[src/rtl/word_packer.sv]
// Serial-to-parallel packer: gathers K words of WIDTH bits into one group write.
// Optional macro WORD_PACKER_FLUSH_EN adds a flush input that pads and emits a partial group.
module word_packer #(
    parameter int WIDTH = 8,
    parameter int K     = 4
) (
    input  logic                     clk,
    input  logic                     rst,
    input  logic [WIDTH-1:0]         in_data,
    input  logic                     in_valid,
    output logic                     in_ready,
    input  logic                     buf_ready,
`ifdef WORD_PACKER_FLUSH_EN
    input  logic                     flush,
`endif
    output logic                     w_en,
    output logic [WIDTH*K-1:0]       par_out,
    output logic [$clog2(K+1)-1:0]   level
);

    localparam int LW = $clog2(K+1);

    typedef enum logic {
        FILL = 1'b0,
        HOLD = 1'b1
    } state_t;

    state_t               state_q, state_d;
    logic                 w_en_q, w_en_d;
    logic [WIDTH*K-1:0]   par_q, par_d;
    logic [LW-1:0]        level_q, level_d;
    logic [LW-1:0]        cnt;

    always_ff @(posedge clk or negedge rst) begin
        if (!rst) begin
            state_q <= FILL;
            w_en_q  <= 1'b0;
            par_q   <= '0;
            level_q <= '0;
        end else begin
            state_q <= state_d;
            w_en_q  <= w_en_d;
            par_q   <= par_d;
            level_q <= level_d;
        end
    end

    always_comb begin
        state_d = state_q;
        w_en_d  = w_en_q;
        par_d   = par_q;
        level_d = level_q;
        cnt     = level_q;
        unique case (state_q)
            FILL: begin
                if (in_valid) begin
                    for (int i = 0; i < K; i++) begin
                        if (LW'(i) == level_q)
                            par_d[WIDTH*i +: WIDTH] = in_data;
                    end
                    cnt = level_q + 1'b1;
                end
                level_d = cnt;
                if (cnt == LW'(K)) begin
                    state_d = HOLD;
                    w_en_d  = 1'b1;
                end
`ifdef WORD_PACKER_FLUSH_EN
                // A flush that coincides with the completing word is absorbed
                else if (flush && cnt != '0) begin
                    for (int i = 0; i < K; i++) begin
                        if (LW'(i) >= cnt)
                            par_d[WIDTH*i +: WIDTH] = '0;
                    end
                    state_d = HOLD;
                    w_en_d  = 1'b1;
                end
`endif
            end
            HOLD: begin
                if (buf_ready) begin
                    state_d = FILL;
                    w_en_d  = 1'b0;
                    level_d = '0;
                end
            end
            default: begin
                state_d = FILL;
            end
        endcase
    end

    assign in_ready = (state_q == FILL);
    assign w_en     = w_en_q;
    assign par_out  = par_q;
    assign level    = level_q;

endmodule

[config.mk]
export PLATFORM = sky130hd
export DESIGN_NAME = word_packer
export DESIGN_NICKNAME = d
export VERILOG_FILES = /design/src/rtl/word_packer.sv
export SDC_FILE = /design/constraint.sdc
export NUM_CORES = 1
export LEC_CHECK = 0
export BUFFER_PORTS_ARGS = -buffer_cell sky130_fd_sc_hd__buf_4
export CAP_MARGIN = 20
export CORE_MARGIN = 2
export CORE_UTILIZATION = 53
export CTS_BUF_LIST = sky130_fd_sc_hd__clkbuf_4 sky130_fd_sc_hd__clkbuf_8
export DETAILED_ROUTE_END_ITERATION = 16
export GPL_ROUTABILITY_DRIVEN = 0
export GPL_TIMING_DRIVEN = 0
export PLACE_DENSITY = 0.94
export SYNTH_ARGS = -nofsm -noshare
export SYNTH_HDL_FRONTEND = slang
export SYNTH_SLANG_ARGS = --single-unit
export TNS_END_PERCENT = 50
[constraint.sdc]
create_clock -name clk -period 3.66 [get_ports clk]
set_input_delay 0.732 -clock clk [delete_from_list [all_inputs] [get_ports clk]]
set_output_delay 0.732 -clock clk [all_outputs]
set_load 0.02 [all_outputs]
### Word-level counts from Yosys, hierarchy flattened

Index checks and enable logic that the tools add are counted.

* $add $sub $neg: 1
* eq/ne operators: 6
* multiplexer cells: 10
* bitwise gates (word level): 1
* reduce and logical (&&, ||, !) cells: 6

Operators with widths (number)
* AND reduction 3 bit: 4
* two-way mux 3 bit: 3
* equality test 2 x 3 -> 1 bit (first input constant): 2
* one-hot mux 3 bit (2 select lines): 1
* two-way mux 1 bit: 4
* one-hot mux 1 bit (2 select lines): 2
* adder 3 x 1 -> 3 bit (second input constant): 1
* equality test 1 x 3 -> 1 bit (first input constant): 1
* equality test 3 bit (second input constant): 1
* logical NOT 3 bit: 1
* inequality test 2 x 1 -> 1 bit (second input constant): 1
* inequality test 2 bit (second input constant): 1
* AND reduction 2 bit: 1
* NOT 1 bit: 1

* register bits after elaboration: 37
* bits of input ports: 12
* output and inout port bits: 37
* logic and storage cells: 31

### Depth between registers and ports, before layout

Gate-level depths: netlist (run 1).

* depth after elaboration: 6
* mapped depth: 5
* gate-level depth less buffers: 4

### Worst setup path before layout (run 1)

No wires, ideal clock.

* path kind: register -> register
* start: register level_q[0] (netlist: level[0])
* end: register w_en_q (netlist: w_en)
* setup time: 99 ps
* arrival time: 1730 ps
* required time: 3561 ps
* slack: 1831 ps
* cell stages (with the launch flop): 5
* path buffers: 0
* period minus slack after synthesis: 1829 ps
* cells stage by stage: dfrtp_1 -> ha_1 -> ha_1 -> or4bb_1 -> a311oi_1

* word-level cells in the longest chain between the ends: 6

RTL lines
* start, declared: line 31 `logic [LW-1:0] level_q, level_d;`
* start signal, assigned: line 44 `level_q <= level_d;`
* adder 3 x 1 -> 3 bit: line 61 `cnt = level_q + 1'b1;`
* two-way mux 3 bit *: line 56 `if (in_valid) begin`
* two-way mux 3 bit *: line 54 `unique case (state_q)`
* equality test 3 bit *: line 64 `if (cnt == LW'(K)) begin`
* inequality test 2 x 1 -> 1 bit (no line) *
* AND reduction 2 bit (no line) *
* end signal, assigned: line 42 `w_en_q <= w_en_d;`
* end, declared: line 29 `logic w_en_q, w_en_d;`

Every way passes the cells marked *; elsewhere a longest branch is shown, timed or not. The select of a mux whose other input is x is not followed.
A chain may end at the register's enable or synchronous reset.

### Final worst setup path (run 1)

Same ends and word-level chain as after synthesis.

==> metrics, run 1 <==
status=completed; routed wire length=3000 microns; crit path DAT=2140 ps; Comb pwr share=48.2%; switching pwr=0.729 mW; RSZ-0062 raised after global routing=no; critical path launch point=level[0]$_DFFE_PN0P_; Final Hold Viols=0; worst-case clock buffer depth=2; fin crit period=1890 ps; R2R Setup Slk=1770 ps; clk_lat worst skew=350 ps; slowest stage delay, CP=510 ps; # resized after CTS=0; Via Count=987; Post-Synthesis Cells=101; drc violations=0; post-layout worst setup margin=1770 ps; Cell Pwr Density=979 nW/um^2; number of library cell types mapped by synthesis=18; Tot GR Track Use=20.1%; DIE AREA=3350 sq um; number of global-route vias before repair=1040; Final nets=172; register area share after synthesis=60.2%; clock share of power=14.9%; Setup Total Neg Slack=0 ps; io pins=49; DRT met1 WL=1230 microns; syn nets=118; total power=1.98 mW; max cap viols=0; commonest non-fill, non-tap cell in the layout=buf_4; commonest cells after routing, fill and taps aside=buf_4 (47), dfrtp_1 (37), mux2_2 (33); CTS Buf Count=5; vias per cell=5.28; Antenna diodes=0; DR top layer=met4; Yosys warnings=0; Reg2Reg Depth=4; Worst slew margin=67.5%; CTS hold repair buffers=0; GR Overflow Total=0; CTS tree=done; Clock Tree Root=clkbuf_4; routed wl met2=1530 microns; cell internal pwr=1.25 mW; number of port buffers=47; final setup fails=0; placed inst area=1930 sq um; largest net degree at the start of global routing=38; fmax=530 MHz; WS Path Type=flop to flop; cell total after placement=179; Worst R2R End=w_en$_DFFE_PN0P_; crit-path max FO=7; global-route wire length before repair=4880 microns; CP Capture Type=flop; Clock Sinks=37; CP delay by family, top=adder cells; syn avg cell area=15.2 sq um; Routed Antenna Nets=0; hold crit path type=input port to asynchronous set/reset pin; max-slew violation count=0; WL per Instance=16.0 microns; initial antenna violation count=0; First DRT Iteration DRCs=24; number of cell rows=19; detailed placement HPWL=2230 microns; met3 WL=186 microns; FF-to-FF Start=level[0]$_DFFE_PN0P_; slowest cell on the critical path=or4bb_1; Initial Utilization=55.8%; Tightest Pin Transition=486 ps; share of cells above drive strength 1=59.6%; peak supply drop=772 uV; setup bufs post-CTS=0; CTS H-tree lvls=2; worst path required time=3910 ps; Design Area, Final=2020 sq um; first drt pass iteration count=4; clock slew seen by the registers of the worst setup and hold paths=100 ps; core area=2760 sq um; Yosys reg bits=37; Layout area overhead=31.2%; Die Width=57.9 microns; Die Ht=57.9 microns; cells along the critical path=ha_1 > ha_1 > or4bb_1 > a311oi_1; Sequential Power Share=36.9%; leak pwr=0.973 nW; most used cell, CP=ha_1; Netlist Area Pre-Place=1540 sq um; clock skew=14.4 ps; Final period util=51.5%; crit path launch type=flop; fin cells=187; Sw Share=36.9%; pre-CTS setup slack=1760 ps; crit path buf inv count=0
sequential cells by signal, indices dropped and copies added (netlist names):
register / flops
level: 3
par_out: 32
state_q: 1
w_en: 1
cell usage after synthesis:
cell type	n	area, sq um
a31oi_1	1	6.26
inv_1	5	18.8
nor2b_1	1	6.26
buf_6	1	11.3
ha_1	5	62.6
nand2_1	1	3.75
or4bb_1	1	11.3
mux2_2	33	372
nor4bb_1	3	30.0
nand2b_1	1	6.26
nand3b_1	1	7.51
a311oi_1	1	8.76
o22ai_1	2	12.5
mux2i_1	2	20.0
buf_2	4	20.0
or4b_1	1	10.0
dfrtp_1	37	926
and2_1	1	6.26
per-stage QoR:
step / utilization [%] / hold WS (ps)
2_1_floorplan: - / 436
3_3_place_gp: 70.0 / 489
3_5_place_dp: 70.0 / 498
4_1_cts: 73.2 / 324
5_1_grt: 73.2 / 350
6_report: 73.2 / 320
worst max path at each step:
stage                       end  slack (ps)  cells past startpoint
6_report       w_en$_DFFE_PN0P_        1770                      4
5_1_grt        w_en$_DFFE_PN0P_        1680                      4
4_1_cts        w_en$_DFFE_PN0P_        1740                      4
3_5_place_dp   w_en$_DFFE_PN0P_        1760                      4
3_3_place_gp   w_en$_DFFE_PN0P_        1830                      4
2_1_floorplan  w_en$_DFFE_PN0P_        1830                      4
power groups by stage:
stage	Sequential, mW	Clock (mW)	Combinational (mW)
2_1_floorplan	0.965	0	0.319
5_1_grt	0.760	0.316	1.02
6_report	0.729	0.295	0.954
3_5_place_dp	0.742	0	0.966
3_3_place_gp	0.727	0	0.936
4_1_cts	0.732	0.301	0.968
routing by layer:
metal / up-vias / global-route usage [%]
met5: - / 0
met4: 0 / 6.98
met3: 6 / 6.47
met1: 480 / 24.6
met2: 34 / 33.6
li1: 467 / -
cell type report:
cell class                      instances  area, sq um
Tap cell                               31         38.8
Clock inverter                          2         37.5
Clock buffer                            6         51.3
Fill cell                             189          738
Sequential cell                        37          926
Inverter                                5         18.8
Timing Repair Buffer                   47          353
Buffer                                  5         31.3
Multi-Input combinational cell         54          563
cell families after synthesis:
kind of cell / after synthesis / synth area share (%)
AO/OA/AOI/OAI: 4 / 1.79
adder cells (fa/ha/maj): 5 / 4.07
buffers and inverters: 10 / 3.25
flip-flops: 37 / 60.2
multiplexers: 35 / 25.4
AND/OR/NAND/NOR: 10 / 5.29
Note: power is estimated with default switching activity, not from simulation.
==> run 2, diff against run 1 <==
Settings changed: CORE_UTILIZATION 53 to 47, PLACE_DENSITY 0.94 to 0.89.
Clock period 3.66 ns to 1.5 ns, I/O delays scaled along.
==> metrics, run 2 (synthesis gave the netlist of run 1 again) <==
status=complete, but fails checks; violated checks=setup timing; WS Path Type=flop to flop; routed wire length=3210 microns; met3 Use GR=6.72%; number of port buffers=47; First DRT Iteration DRCs=15; peak supply drop=1200 uV; core area=3080 sq um; first drt pass iteration count=4; global-route wire length before repair=4840 microns; max cap viols=0; total power=4.97 mW; vias per cell=4.95; drc violations=0; Initial Utilization=50.0%; detailed placement HPWL=2210 microns; CP Capture Type=flop; number of cell rows=20; Routed Antenna Nets=0; leak pwr=1.03 nW; clk_lat worst skew=350 ps; initial antenna violation count=0; clock slew seen by the registers of the worst setup and hold paths=120 ps; Final period util=112%; WL per Instance=15.3 microns; largest net degree at the start of global routing=38; final setup fails=34; DIE AREA=3750 sq um; crit path launch type=flop; fmax=594 MHz; GR Util met2=30.4%; Via Count=1040; commonest non-fill, non-tap cell in the layout=buf_4; Antenna diodes=0; io pins=49; pre-CTS setup slack=-314 ps; clock skew=14.9 ps; Final nets=182; fin cells=210; RSZ-0062 raised after global routing=yes; hold crit path type=input port to flop; crit-path max FO=4; Layout area overhead=41.6%; gr busiest metal=met2; Cell Pwr Density=2280 nW/um^2; cell total after placement=192; CTS H-tree lvls=2; commonest cells after routing, fill and taps aside=buf_4 (59), dfrtp_1 (34), mux2_2 (25); Die Width=61.2 microns; CTS Buf Count=5; Die Ht=61.2 microns; Clock Sinks=37; worst hold stages=2; post-layout worst setup margin=-184 ps; number of global-route vias before repair=1032; max reg flops=32; CTS tree=done; Tot GR Track Use=18.5%; worst path required time=1770 ps; Clock Tree Root=clkbuf_4; share of cells above drive strength 1=66.9%; Final Hold Viols=0; fin crit period=1680 ps; GR Overflow Total=0; Reg2Reg Depth=4; Worst slew margin=69.3%; crit path DAT=1950 ps; grt met1 use=22.6%; Tightest Pin Transition=461 ps; max-slew violation count=0; Setup Total Neg Slack=-1970 ps; worst-case clock buffer depth=2
[run 2: cell count changes in the layout (fill, tap and decap cells not counted), sizes merged]
cell / previous run / this run
clkbuf: 6 / 5
dlygate4sd3: 0 / 1
bufinv: 1 / 0
buf: 52 / 61
clkinv: 0 / 2
[run 2: repair_timing]
item,in CTS,in global routing
hold endpoints to repair,37,0
pin swaps,3,1
setup buffers,4,5
resized for setup,14,5
hold buffers,1,0
setup endpoints to repair,34,34
[run 2: critical path: stages (launching register included)]
cell and delay [ps]:
dfrtp_2 470, ha_4 180, ha_4 210, or4bb_1 520, a311oi_1 220
[run 2: metal layers]
metal	vias up	routed length, microns
li1	488	-
met1	505	1380
met2	42	1560
met3	5	232
met4	0	40
met5	-	0
[run 2: final cells by class]
class	instances	area (sq um)
Timing Repair Buffer	57	430
Tap cell	44	55.1
Multi-Input combinational cell	54	646
Buffer	5	45.0
Clock inverter	3	17.5
Clock buffer	5	37.5
Inverter	5	18.8
Fill cell	223	898
Sequential cell	37	930
[run 2: path summary, 6_finish.rpt]
path | from | endpoint | slack [ps]
min in group asynchronous | rst | state_q$_DFF_PN0_ | 440
max in group asynchronous | rst | level[0]$_DFFE_PN0P_ | 700
hold / removal | buf_ready | level[1]$_DFFE_PN0P_ | 130
hold reg to reg | par_out[12]$_DFFE_PN0P_ | par_out[12]$_DFFE_PN0P_ | 520
setup / recovery | level[1]$_DFFE_PN0P_ | w_en$_DFFE_PN0P_ | -180
setup reg to reg | level[1]$_DFFE_PN0P_ | w_en$_DFFE_PN0P_ | -180
[run 2: metrics by stage]
step	hold slack, ps	area (sq um)	utilization, %
2_1_floorplan	4.41	1570	-
3_3_place_gp	271	1970	64.1
3_5_place_dp	286	1970	64.1
4_1_cts	126	2120	69.0
5_1_grt	112	2180	70.8
6_report	128	2180	70.8
[run 2: power by group]
group,internal [mW],switching [mW],total (mW)
Clock,0.176,0.332,0.509
Sequential,1.49,0.302,1.79
Combinational,1.41,1.27,2.67
Total,3.07,1.90,4.97
